[src/rtl/checkout_sequencer.sv]
// Checkout pass over basket storage: reads each occupied slot, prices it, emits
// line items over a valid/ready handshake and then presents the saturating total.
module checkout_sequencer #(
  parameter int MAX_ITEMS = 12,
  parameter int PRICE_W   = 8,
  parameter int TOTAL_W   = 12
) (
  input  logic                 CLOCK_50,
  input  logic                 RESET_N,
  input  logic                 Start_Pulse,
  input  logic                 Abort_Pulse,
  input  logic [3:0]           BasketProductNum,
  output logic                 Basket_RdEn,
  output logic [3:0]           Basket_RdAddr,
  input  logic [3:0]           Basket_RdProductID,
  input  logic [3:0]           Basket_RdQuantity,
  output logic [3:0]           Price_ProductID,
  input  logic [PRICE_W-1:0]   Price_Value,
  output logic                 Line_Valid,
  input  logic                 Line_Ready,
  output logic [3:0]           Line_Index,
  output logic [3:0]           Line_ProductID,
  output logic [3:0]           Line_Quantity,
  output logic [PRICE_W+3:0]   Line_Subtotal,
  output logic [TOTAL_W-1:0]   Total,
  output logic                 Total_Valid,
  output logic                 Overflow,
  output logic                 Busy,
  output logic                 Done_Pulse
);

  localparam int         SUB_W = PRICE_W + 4;
  localparam logic [3:0] MAX_N = 4'(MAX_ITEMS);

  typedef enum logic [2:0] {IDLE, READ, WAIT, CALC, EMIT, FINISH} state_t;

  state_t           state;
  logic [3:0]       n_q;
  logic [3:0]       slot_q;
  logic [3:0]       id_q;
  logic [3:0]       qty_q;
  logic [3:0]       n_start;
  logic [3:0]       slot_next;
  logic             last_slot;
  logic [SUB_W-1:0] subtotal;
  logic [TOTAL_W:0] sum;

  assign n_start   = (BasketProductNum > MAX_N) ? MAX_N : BasketProductNum;
  assign slot_next = slot_q + 4'd1;
  assign last_slot = (slot_next == n_q);

  assign Price_ProductID = id_q;
  // Full-width product: 8-bit price times 4-bit quantity always fits in SUB_W.
  assign subtotal = SUB_W'(Price_Value) * SUB_W'(qty_q);
  assign sum      = (TOTAL_W+1)'(Total) + (TOTAL_W+1)'(subtotal);

  assign Busy = (state != IDLE);

  // NOTE: every register here is assigned with <= so all updates see the
  // pre-edge values; the reset branch clears control and datapath alike.
  always_ff @(posedge CLOCK_50 or negedge RESET_N) begin
    if (!RESET_N) begin
      state          <= IDLE;
      n_q            <= '0;
      slot_q         <= '0;
      id_q           <= '0;
      qty_q          <= '0;
      Basket_RdEn    <= 1'b0;
      Basket_RdAddr  <= '0;
      Line_Valid     <= 1'b0;
      Line_Index     <= '0;
      Line_ProductID <= '0;
      Line_Quantity  <= '0;
      Line_Subtotal  <= '0;
      Total          <= '0;
      Total_Valid    <= 1'b0;
      Overflow       <= 1'b0;
      Done_Pulse     <= 1'b0;
    end else begin
      // NOTE: strobes default low here so each one lasts exactly one cycle.
      Basket_RdEn <= 1'b0;
      Done_Pulse  <= 1'b0;
      if (Abort_Pulse) begin
        state       <= IDLE;
        Line_Valid  <= 1'b0;
        Total_Valid <= 1'b0;
        Total       <= '0;
      end else begin
        case (state)
          IDLE: if (Start_Pulse) begin
            n_q         <= n_start;
            Total       <= '0;
            Overflow    <= 1'b0;
            Total_Valid <= 1'b0;
            slot_q      <= '0;
            Line_Index  <= '0;
            if (n_start == 4'd0) begin
              state <= FINISH;
            end else begin
              state         <= READ;
              Basket_RdEn   <= 1'b1;
              Basket_RdAddr <= '0;
            end
          end
          READ: state <= WAIT;
          WAIT: begin
            id_q  <= Basket_RdProductID;
            qty_q <= Basket_RdQuantity;
            if (Basket_RdQuantity == 4'd0) begin
              slot_q <= slot_next;
              if (last_slot) begin
                state <= FINISH;
              end else begin
                state         <= READ;
                Basket_RdEn   <= 1'b1;
                Basket_RdAddr <= slot_next;
              end
            end else begin
              state <= CALC;
            end
          end
          CALC: begin
            Line_Subtotal  <= subtotal;
            Line_ProductID <= id_q;
            Line_Quantity  <= qty_q;
            if (sum[TOTAL_W]) begin
              Total    <= '1;
              Overflow <= 1'b1;
            end else begin
              Total <= sum[TOTAL_W-1:0];
            end
            Line_Valid <= 1'b1;
            state      <= EMIT;
          end
          EMIT: if (Line_Valid && Line_Ready) begin
            Line_Valid <= 1'b0;
            Line_Index <= Line_Index + 4'd1;
            slot_q     <= slot_next;
            if (last_slot) begin
              state <= FINISH;
            end else begin
              state         <= READ;
              Basket_RdEn   <= 1'b1;
              Basket_RdAddr <= slot_next;
            end
          end
          FINISH: begin
            Total_Valid <= 1'b1;
            Done_Pulse  <= 1'b1;
            state       <= IDLE;
          end
          default: state <= IDLE;
        endcase
      end
    end
  end

endmodule

[config.mk]
export PLATFORM = sky130hd
export DESIGN_NAME = checkout_sequencer
export DESIGN_NICKNAME = d
export VERILOG_FILES = /design/src/rtl/checkout_sequencer.sv
export SDC_FILE = /design/constraint.sdc
export NUM_CORES = 1
export LEC_CHECK = 0
export BUFFER_PORTS_ARGS = -buffer_cell sky130_fd_sc_hd__buf_2
export CAP_MARGIN = 0
export CORE_MARGIN = 5
export CORE_UTILIZATION = 55
export CTS_CLUSTER_SIZE = 30
export DETAILED_ROUTE_END_ITERATION = 12
export PLACE_DENSITY = 0.83
export SYNTH_ARGS = -nofsm -noshare
export SYNTH_HDL_FRONTEND = slang
export SYNTH_SLANG_ARGS = --single-unit
[constraint.sdc]
create_clock -name CLOCK_50 -period 8 [get_ports CLOCK_50]
set_clock_uncertainty 0.1 [all_clocks]
set_input_delay 1.6 -clock CLOCK_50 [delete_from_list [all_inputs] [get_ports CLOCK_50]]
set_output_delay 1.6 -clock CLOCK_50 [all_outputs]
set_load 0.01 [all_outputs]
==> flow_metrics.env, run 1 <==
export IMPL_cp_top_family="adder cells"
export IMPL_viasPerCell=5.48
export IMPL_yosys_area_share_simple_pct=20.2
export IMPL_synth_cells=449
export IMPL_finalCritPeriodShare_pct=71.1
export IMPL_fin_ws_ns=2.31
export IMPL_yosys_register_bits=64
export IMPL_crit_type="in2reg"
export IMPL_path_common_cell="nor2_1"
export IMPL_fp_row_count=31
export IMPL_cts_resized=0
export IMPL_coreArea_sq_um=7330
export IMPL_final_setup_viol_count=0
export IMPL_netlist_area_sq_um=4200
export IMPL_finalCriticalPeriod_ns=5.69
export IMPL_synth_common_cells="nand2_1 (87), dfrtp_1 (64), ha_1 (30)"
export IMPL_synth_edf_count=0
export IMPL_holdBufCountCts=0
export IMPL_startpoint_type="primary input"
export IMPL_ios=75
export IMPL_slowest_stage="fa_1"
export IMPL_yosys_area_top_type="dfrtp_1"
export IMPL_die_y_um=97.4
export IMPL_netlist_top_cells_area="dfrtp_1 (38%), ha_1 (8.9%), nand2_1 (7.8%), fa_1 (6.2%), mux2_2 (4.6%)"
export IMPL_end_kind="register"
export IMPL_ir_drop_mv=0.213
export IMPL_status="complete, no violations"
export IMPL_max_freq_mhz=176
export IMPL_register_area_sq_um=1600
export IMPL_clock_path_buffers=2
export IMPL_grt_pass1_wl_mm=16.3
export IMPL_clk_latency_ns=0.35
export IMPL_critical_path_depth=19
export IMPL_drt_total_wl_mm=9.48
export IMPL_relSlewSlack_pct=43.2
export IMPL_synth_top_family_by_area="simple AND/OR/NAND/NOR gates"
export IMPL_report_final_slew_viol_count=0
export IMPL_worstPathRequired_ns=8.19
export IMPL_grt_pass1_vias=3360
export IMPL_hold_ws_ns=0.378
export IMPL_multi_input_area_sq_um=2450
export IMPL_leakagePower_nw=2.60
export IMPL_yosys_area_share_adder_pct=15.1
export IMPL_grt_max_degree=65
export IMPL_fin_nets=591
export IMPL_worst_path_buf_inv=3
export IMPL_arrival_ns=5.88
export IMPL_rsz0062_at_grt="false"
export IMPL_antenna_found_initial=0
export IMPL_critPathMaxStageDelay_ns=0.54
export IMPL_drt_pass1_iterations=5
export IMPL_synthMuxAreaShare_pct=4.92
export IMPL_chipWidth_um=97.4
export IMPL_grt_usage_pct=20.9
export IMPL_ys_flop_type="dfrtp_1"
export IMPL_areaGrowthSynthToFinish_pct=15.9
export IMPL_worstRegToRegCells=18
export IMPL_cts_root_buf="clkbuf_8"
export IMPL_htreeDepth=3
export IMPL_finalSetupTns_ns=0
export IMPL_remaining_drc_errors=0
export IMPL_post_drt_wl_per_cell_um=15.1
export IMPL_tightest_slew_ns=0.849
export IMPL_finalPower_mw=1.75
export IMPL_max_cap_violations=0
export IMPL_drt_iter0_drc=186
export IMPL_syn_area_per_cell_sq_um=9.35
export IMPL_dieArea_sq_um=9480
export IMPL_synth_compound_area_share_pct=12.9
export IMPL_hold_path_class="reg2reg"
export IMPL_hold_viol=0
export IMPL_antenna_cells=0
export IMPL_ant_nets=0
export IMPL_clkSlewWorstSetupHoldPaths_ns=0.07
export IMPL_grt_overflow_total=0
export IMPL_yosysUniqueCellTypes=48
export IMPL_hold_depth=2
export IMPL_numCtsBuffers=9
export IMPL_cp_max_fo=9
export IMPL_num_vias=3435
export IMPL_layout_drive_gt1_share_pct=23.7
export IMPL_postCtsSetupRepairBufs=0
export IMPL_path_cells="buf_2 > and2_1 > fa_1 > inv_1 > fa_1 > inv_1 > ha_1 > o21ai_0 > nor2_1 > o21a_1 > nor2_1 > xnor2_1 > ha_1 > nand3_1 > nor3_1 > nor2_1 > o21ai_1 > and2_1 > a221o_1"
export IMPL_initial_core_util_pct=57.2
export IMPL_hpwl_mm=7.24
export IMPL_synth_most_common_cell="nand2_1"
export IMPL_syn_num_nets=517
export IMPL_cts_sinks=64
export IMPL_synth_xor_area_share_pct=5.01
export IMPL_io_buffers=74
export IMPL_cts_tree="done"
export IMPL_yosysSeqAreaShare_pct=38.2
export IMPL_place_congestion=0.907
export IMPL_fillerInstances=600
export IMPL_yosys_warnings=0
export IMPL_synth_top_area_share_pct=38.2
export IMPL_fin_util_pct=66.4
export IMPL_power_density_nw_per_um2=360
export IMPL_ys_async_sr_fraction_pct=100
export IMPL_pre_cts_ws_ns=1.97
-- stage by stage --
| step | area [sq um] | std cells |
|---|---|---|
| after CTS | 4860 | 627 |
| after detailed placement | 4640 | 611 |
| after floorplan | 4200 | 449 |
| after global placement | 4640 | 611 |
| after global routing | 4860 | 627 |
| final | 4860 | 627 |
-- tightest hold or removal path, delay by kind of cell (launching register included) --
| family | cells | cell delay (ns) |
|---|---|---|
| flops | 1 | 0.35 |
| simple gates | 2 | 0.10 |
-- power by group --
part           internal (mW)  switching [mW]  total [mW]
Clock                  0.175           0.136       0.311
Combinational          0.415           0.535       0.951
Sequential             0.406          0.0824       0.489
Total                  0.997           0.754        1.75
-- final cells by class --
cell class,instances,share of cell area [%]
Clock inverter,7,1.98
Sequential cell,64,32.9
Clock buffer,9,2.55
Inverter,23,1.77
Multi-Input combinational cell,349,50.3
Timing Repair Buffer,76,7.92
Tap cell,99,2.55
-- placed cells by master (no fill, tap or decap), types with 2 or more instances in the layout --
master	synthesis	layout
xnor2_1	14	14
or2_2	2	2
and3_1	2	2
o21bai_1	2	2
a221o_1	3	3
nand3_1	10	10
a21o_2	2	2
bufinv_16	0	2
nand4_1	2	2
o21ai_0	28	28
buf_2	0	74
mux2_2	17	17
clkinvlp_4	0	3
and2_1	27	27
a31o_2	2	2
a21o_1	6	6
nand2_1	87	87
xor2_1	10	10
a211oi_1	4	4
o21a_1	2	2
nor3_1	11	10
a31oi_1	2	2
nand2b_1	2	2
nor2_1	23	23
fa_1	13	13
inv_1	23	23
dfrtp_1	64	64
clkbuf_8	1	9
nor2b_1	3	3
a21oi_1	21	21
o21ai_1	2	2
o22ai_1	2	2
nor4_1	2	2
or2b_2	3	3
o211ai_1	2	2
buf_4	2	2
ha_1	30	30
-- cells by family after synthesis --
kind of cell	Yosys count
AO/OA/AOI/OAI	84
XOR/XNOR	24
adder cells (fa/ha/maj)	43
buffers and inverters	36
flip-flops	64
multiplexers	18
AND/OR/NAND/NOR	180
-- flip-flops by register name, summed over array words and instances, names as in the netlist, 4 cells and up --
| signal | count |
|---|---|
| Line_Quantity | 4 |
| Line_Subtotal | 12 |
| qty_q | 4 |
| Total | 12 |
| n_q | 4 |
| Basket_RdAddr | 4 |
| Line_Index | 4 |
| Line_ProductID | 4 |
| Price_ProductID | 4 |
| slot_q | 4 |
-- per-layer routing --
metal | routed length, um | global-route usage (%) | vias up
met2 | 4760 | 34.6 | 86
met5 | 0 | 0 | -
li1 | - | - | 1675
met3 | 563 | 6.39 | 8
met4 | 100 | 5.54 | 0
met1 | 4050 | 26.8 | 1666
-- path summary, 6_finish.rpt --
| kind | from | to | slack [ns] |
|---|---|---|---|
| setup / recovery | Price_Value[1] | Total[9] | 2.31 |
| hold / removal | Line_Subtotal[6] | Line_Subtotal[6] | 0.38 |
| hold reg to reg | Line_Subtotal[6] | Line_Subtotal[6] | 0.38 |
| setup reg to reg | qty_q[3] | Total[9] | 3.13 |
| min in group asynchronous | RESET_N | Done_Pulse | 1.30 |
| max in group asynchronous | RESET_N | Line_Subtotal[7] | 5.95 |
No activity file was read; power rests on OpenSTA's default activity.
==> inputs of run 2 (changes only) <==
Settings changed: CORE_UTILIZATION 55 to 51, PLACE_DENSITY 0.83 to 0.81.
Clock period 8 ns to 4.9 ns, I/O delays scaled along.
==> flow_metrics.env, run 2 (same netlist as run 1, synthesis figures left out) <==
export IMPL_status="complete, no violations"
export IMPL_power_density_nw_per_um2=623
export IMPL_finalPower_mw=3.18
export IMPL_tightest_slew_ns=1.00
export IMPL_drt_iter0_drc=132
export IMPL_slowest_stage="or4_1"
export IMPL_grt_pass1_wl_mm=16.6
export IMPL_clkPwrFrac_pct=14.8
export IMPL_report_final_slew_viol_count=0
export IMPL_fin_nets=621
export IMPL_finalCritPeriodShare_pct=97.3
export IMPL_relSlewSlack_pct=32.6
export IMPL_ios=75
export IMPL_switchingPower_mw=1.36
export IMPL_die_y_um=101
export IMPL_grt_max_degree=65
export IMPL_most_common_layout_cells="nand2_1 (87), buf_2 (74), dfrtp_1 (64)"
export IMPL_crit_type="in2reg"
export IMPL_drt_pass1_iterations=4
export IMPL_startpoint_type="primary input"
export IMPL_initial_core_util_pct=51.6
export IMPL_io_buffers=74
export IMPL_chipWidth_um=101
export IMPL_rsz0062_at_grt="true"
export IMPL_areaGrowthSynthToFinish_pct=21.8
export IMPL_switching_share_pct=42.7
export IMPL_p_int_mw=1.82
export IMPL_fin_util_pct=62.8
export IMPL_htreeDepth=3
export IMPL_leakagePower_nw=2.76
export IMPL_grt_pass1_vias=3626
export IMPL_finalCriticalPeriod_ns=4.77
export IMPL_remaining_drc_errors=0
export IMPL_hpwl_mm=7.58
export IMPL_num_vias=3591
export IMPL_cp_max_fo=5
export IMPL_pwr_share_comb_pct=59.9
export IMPL_dieArea_sq_um=10100
export IMPL_layout_drive_gt1_share_pct=29.0
export IMPL_antenna_found_initial=0
export IMPL_finalSetupTns_ns=0
export IMPL_place_congestion=0.854
export IMPL_cts_tree="done"
export IMPL_viasPerCell=5.42
export IMPL_antenna_cells=0
export IMPL_fin_ws_ns=0.134
export IMPL_worst_path_buf_inv=3
export IMPL_hold_ws_ns=0.383
export IMPL_top_regs="Line_Subtotal: 12 flops, Total: 12 flops"
export IMPL_p_seq_share_pct=25.2
export IMPL_max_freq_mhz=210
export IMPL_path_cells="buf_2 > and2_1 > fa_1 > inv_1 > fa_1 > inv_1 > ha_1 > or4_1 > o22ai_2 > o21ai_0 > xor2_1 > ha_1 > a211o_1 > nor3_1 > nor3_1 > a22o_1"
export IMPL_max_cap_violations=0
export IMPL_drt_total_wl_mm=9.98
export IMPL_coreArea_sq_um=8130
export IMPL_ant_nets=0
export IMPL_cts_root_buf="clkbuf_8"
export IMPL_ir_drop_mv=0.365
export IMPL_hold_path_class="reg2reg"
export IMPL_cts_sinks=64
export IMPL_grt_overflow_total=0
export IMPL_post_drt_wl_per_cell_um=15.1
export IMPL_numCtsBuffers=9
export IMPL_clkSlewWorstSetupHoldPaths_ns=0.08
export IMPL_holdBufCountCts=0
export IMPL_worstPathRequired_ns=5.04
export IMPL_mostFrequentLayoutCell="nand2_1"
export IMPL_end_kind="register"
export IMPL_hold_viol=0
export IMPL_grt_usage_pct=20.3
export IMPL_fillerInstances=677
export IMPL_arrival_ns=4.90
export IMPL_clock_path_buffers=2
export IMPL_reg2reg_slack_ns=0.37
export IMPL_cp_top_family="adder cells"
export IMPL_pre_cts_ws_ns=-0.251
export IMPL_fp_row_count=33
export IMPL_critPathMaxStageDelay_ns=0.56
export IMPL_clk_latency_ns=0.34
export IMPL_final_setup_viol_count=0
==> run 2: path summary, 6_finish.rpt <==
kind,endpoint,cells past startpoint,startpoint
setup / recovery,Total[10],16,Price_Value[3]
hold / removal,Line_Quantity[2],2,Line_Quantity[2]
setup reg to reg,Total[10],15,qty_q[3]
hold reg to reg,Line_Quantity[2],2,Line_Quantity[2]
max in group asynchronous,Line_Quantity[1],2,RESET_N
min in group asynchronous,Line_Index[1],2,RESET_N
==> run 2: final cells by class <==
| type | instances | area, sq um | area share [%] |
|---|---|---|---|
| sequential | 64 | 1600 | 31.3 |
| inverter | 23 | 86.3 | 1.69 |
| timing repair buffer | 106 | 611 | 11.9 |
| multi-input combinational | 349 | 2480 | 48.5 |
| clock buffer | 9 | 124 | 2.42 |
| clock inverter | 7 | 80.1 | 1.57 |
| tap | 105 | 131 | 2.57 |
==> run 2: power groups by stage <==
| stage | clock network (mW) | registers (mW) | logic, mW |
|---|---|---|---|
| global route | 0.509 | 0.825 | 2.13 |
| detailed placement | 0 | 0.811 | 1.84 |
| finish | 0.472 | 0.803 | 1.91 |
| global placement | 0 | 0.800 | 1.75 |
| floorplan | 0 | 0.802 | 1.17 |
| CTS | 0.480 | 0.802 | 1.85 |
==> run 2: per-stage QoR <==
step / area, sq um / instances
detailed placement: 4860 / 643
CTS: 5060 / 659
floorplan: 4210 / 449
global placement: 4860 / 643
finish: 5110 / 663
global route: 5110 / 663
==> run 2: per-layer routing <==
layer | routed length [um] | GRT usage, % | part of all wire, % | vias to the layer above
met2 | 4970 | 34.6 | 50 | 93
met1 | 4260 | 25.5 | 43 | 1738
li1 | - | - | - | 1742
met3 | 592 | 4.91 | 5.9 | 18
met5 | 0 | 0 | 0 | -
met4 | 155 | 6.22 | 1.6 | 0
==> run 2: worst min-delay path: cells and delay by family, from the launching register on <==
kind	cells	cell delay (ns)
DFF	1	0.34
and+or+nand+nor	2	0.11
==> run 2: repair_timing <==
action                                  4_1_cts  5_1_grt
resized for setup                             0        7
endpoints found under the setup margin        0        7
buffers inserted                              0        4
==> inputs of run 3 (changes only) <==
Settings changed: ABC_AREA from default to 1, CORE_UTILIZATION 51 to 35, PLACE_DENSITY 0.81 to 0.6.
==> flow_metrics.env, run 3 <==
export IMPL_yosys_area_share_adder_pct=13.9
export IMPL_yosysUniqueCellTypes=36
export IMPL_syn_num_nets=707
export IMPL_synthMuxAreaShare_pct=1.15
export IMPL_cp_max_fo=6
export IMPL_finalCriticalPeriod_ns=4.60
export IMPL_synth_cells=639
export IMPL_critPathMaxStageDelay_ns=0.54
export IMPL_dieArea_sq_um=15400
export IMPL_fin_nets=805
export IMPL_worstPathRequired_ns=5.08
export IMPL_most_common_layout_cells="nand2_1 (234), inv_1 (113), buf_2 (74)"
export IMPL_yosys_area_share_simple_pct=30.3
export IMPL_die_y_um=124
export IMPL_yosys_area_top_type="dfrtp_1"
export IMPL_startpoint_type="primary input"
export IMPL_wl_met3_um=456
export IMPL_coreArea_sq_um=12700
export IMPL_ir_drop_mv=0.274
export IMPL_synth_compound_area_share_pct=6.69
export IMPL_grt_max_degree=42
export IMPL_leakagePower_nw=3.49
export IMPL_antenna_cells=0
export IMPL_path_cells="buf_2 > nand2_1 > inv_1 > fa_1 > inv_1 > fa_1 > inv_1 > ha_1 > a21oi_1 > nor3_1 > nor2_1 > nand3_1 > and2_1 > ha_1 > nand2_1 > nor2_2 > nand2_1 > nor2_1 > nand3b_1 > o21ai_0 > nand2_1"
export IMPL_post_drt_wl_per_cell_um=13.0
export IMPL_layout_drive_gt1_share_pct=18.3
export IMPL_ys_async_sr_fraction_pct=100
export IMPL_postCtsSetupRepairBufs=0
export IMPL_hold_viol=0
export IMPL_synth_top_area_share_pct=35.1
export IMPL_synth_top_family_by_area="simple AND/OR/NAND/NOR gates"
export IMPL_crit_type="in2reg"
export IMPL_chipWidth_um=124
export IMPL_hold_ws_ns=0.368
export IMPL_met1_length_mm=5.33
export IMPL_dpl_cell_area_sq_um=5270
export IMPL_status="complete, no violations"
export IMPL_relSlewSlack_pct=53.3
export IMPL_remaining_drc_errors=0
export IMPL_netlist_area_sq_um=4570
export IMPL_cts_tree="done"
export IMPL_fp_row_count=41
export IMPL_path_common_cell="nand2_1"
export IMPL_clk_latency_ns=0.35
export IMPL_finalCritPeriodShare_pct=93.9
export IMPL_drt_pass1_iterations=4
export IMPL_routed_wl_met2_mm=5.87
export IMPL_antenna_found_initial=0
export IMPL_cts_sinks=64
export IMPL_grt_overflow_total=0
export IMPL_synth_edf_count=0
export IMPL_power_density_nw_per_um2=615
export IMPL_arrival_ns=4.78
export IMPL_max_freq_mhz=217
export IMPL_clock_path_buffers=2
export IMPL_max_cap_violations=0
export IMPL_final_setup_viol_count=0
export IMPL_report_final_slew_viol_count=0
export IMPL_ys_flop_type="dfrtp_1"
export IMPL_netlist_top_cells_area="dfrtp_1 (35%), nand2_1 (19%), inv_1 (9.3%), ha_1 (8.2%), fa_1 (5.7%)"
export IMPL_areaGrowthSynthToFinish_pct=23.5
export IMPL_num_vias=4192
export IMPL_io_buffers=74
export IMPL_drt_total_wl_mm=11.9
export IMPL_ios=75
export IMPL_slowest_stage="fa_1"
export IMPL_top_regs="Line_Subtotal: 12 flops, Total: 12 flops"
export IMPL_synth_common_cells="nand2_1 (234), inv_1 (113), dfrtp_1 (64)"
export IMPL_tightest_slew_ns=0.699
export IMPL_clkSlewWorstSetupHoldPaths_ns=0.06
export IMPL_hold_path_class="reg2reg"
export IMPL_drt_iter0_drc=206
export IMPL_yosys_register_bits=64
export IMPL_synth_xor_area_share_pct=1.73
export IMPL_end_kind="register"
export IMPL_place_congestion=0.865
export IMPL_htreeDepth=3
export IMPL_fin_area_sq_um=5640
export IMPL_top_layer_used="met4"
export IMPL_syn_area_per_cell_sq_um=7.14
export IMPL_ant_nets=0
export IMPL_finalSetupTns_ns=0
export IMPL_initial_core_util_pct=35.9
export IMPL_synth_most_common_cell="nand2_1"
export IMPL_grt_pass1_wl_mm=19.7
export IMPL_cts_root_buf="clkbuf_16"
export IMPL_yosys_warnings=0
export IMPL_viasPerCell=4.59
export IMPL_yosysSeqAreaShare_pct=35.1
export IMPL_grt_usage_pct=15.6
export IMPL_grt_pass1_vias=4094
export IMPL_rsz0062_at_grt="false"
export IMPL_hpwl_mm=9.24
export IMPL_numCtsBuffers=9
export IMPL_mostFrequentLayoutCell="nand2_1"
-- run 3: changes by cell type after synthesis, sizes merged, moves of 4 or more --
cell	change
a211oi	-4
a21o	-7
and2	-25
buf	+4
clkbuf	-7
inv	+97
mux2	-14
nand2	+149
nand3	+29
nand4	+7
nor2	+16
nor3	-7
xnor2	-8
xor2	-7
-- run 3: path summary, 6_finish.rpt --
path                              startpoint           endpoint  slack, ns  depth (start not counted)
hold reg to reg            Line_ProductID[0]  Line_ProductID[0]       0.37                          2
setup reg to reg                    qty_q[2]           Total[1]       0.50                         20
setup / recovery              Price_Value[4]           Total[1]       0.30                         21
max in group asynchronous            RESET_N        Basket_RdEn       3.20                          2
hold / removal             Line_ProductID[0]  Line_ProductID[0]       0.37                          2
min in group asynchronous            RESET_N   Line_Subtotal[2]       0.53                          1
-- run 3: per-stage QoR --
| stage | total power [mW] | instances | worst slack, ns | util, % |
|---|---|---|---|---|
| detailed placement | 2.69 | 898 | -0.132 | 41.4 |
| CTS | 3.49 | 914 | 0.247 | 44.2 |
| finish | 3.47 | 914 | 0.300 | 44.3 |
| global placement | 2.67 | 898 | -0.0987 | 41.4 |
| global route | 3.79 | 914 | 0.0131 | 44.3 |
| floorplan | 2.02 | 639 | 0.338 | - |
-- run 3: layer usage --
| metal | track usage [%] | vias up |
|---|---|---|
| met2 | 26.5 | 68 |
| met4 | 5.29 | 0 |
| met3 | 3.47 | 18 |
| met1 | 19.6 | 1935 |
| li1 | - | 2171 |
| met5 | 0 | - |
-- run 3: worst max-delay path, delay by kind of cell --
family / cells / cell delay (ns)
fa+ha+maj: 4 / 1.70
simple gates: 11 / 1.39
compound gates: 2 / 0.41
buf+inv: 4 / 0.28
-- run 3: report_power, final --
part | switching [mW] | internal (mW) | total, mW
clock network | 0.254 | 0.513 | 0.768
logic | 1.09 | 0.800 | 1.89
registers | 0.142 | 0.671 | 0.813
total | 1.49 | 1.98 | 3.47
-- run 3: logic make-up after synthesis --
| logic type | after synthesis |
|---|---|
| xor+xnor | 9 |
| fa+ha+maj | 43 |
| buf+inv | 130 |
| mux | 4 |
| simple gates | 333 |
| flops | 64 |
| compound gates | 56 |
-- run 3: cell type report --
class	instances	area [sq um]
Sequential cell	64	1600
Multi-Input combinational cell	445	2470
Tap cell	172	215
Inverter	120	450
Fill cell	1348	7080
Timing Repair Buffer	97	543
Clock inverter	6	115
Clock buffer	10	239
-- run 3: what timing repair did --
action / in CTS / in global routing
hold buffers: 0 / 0
gates resized for setup: 0 / 4
endpoints found under the setup margin: 0 / 7
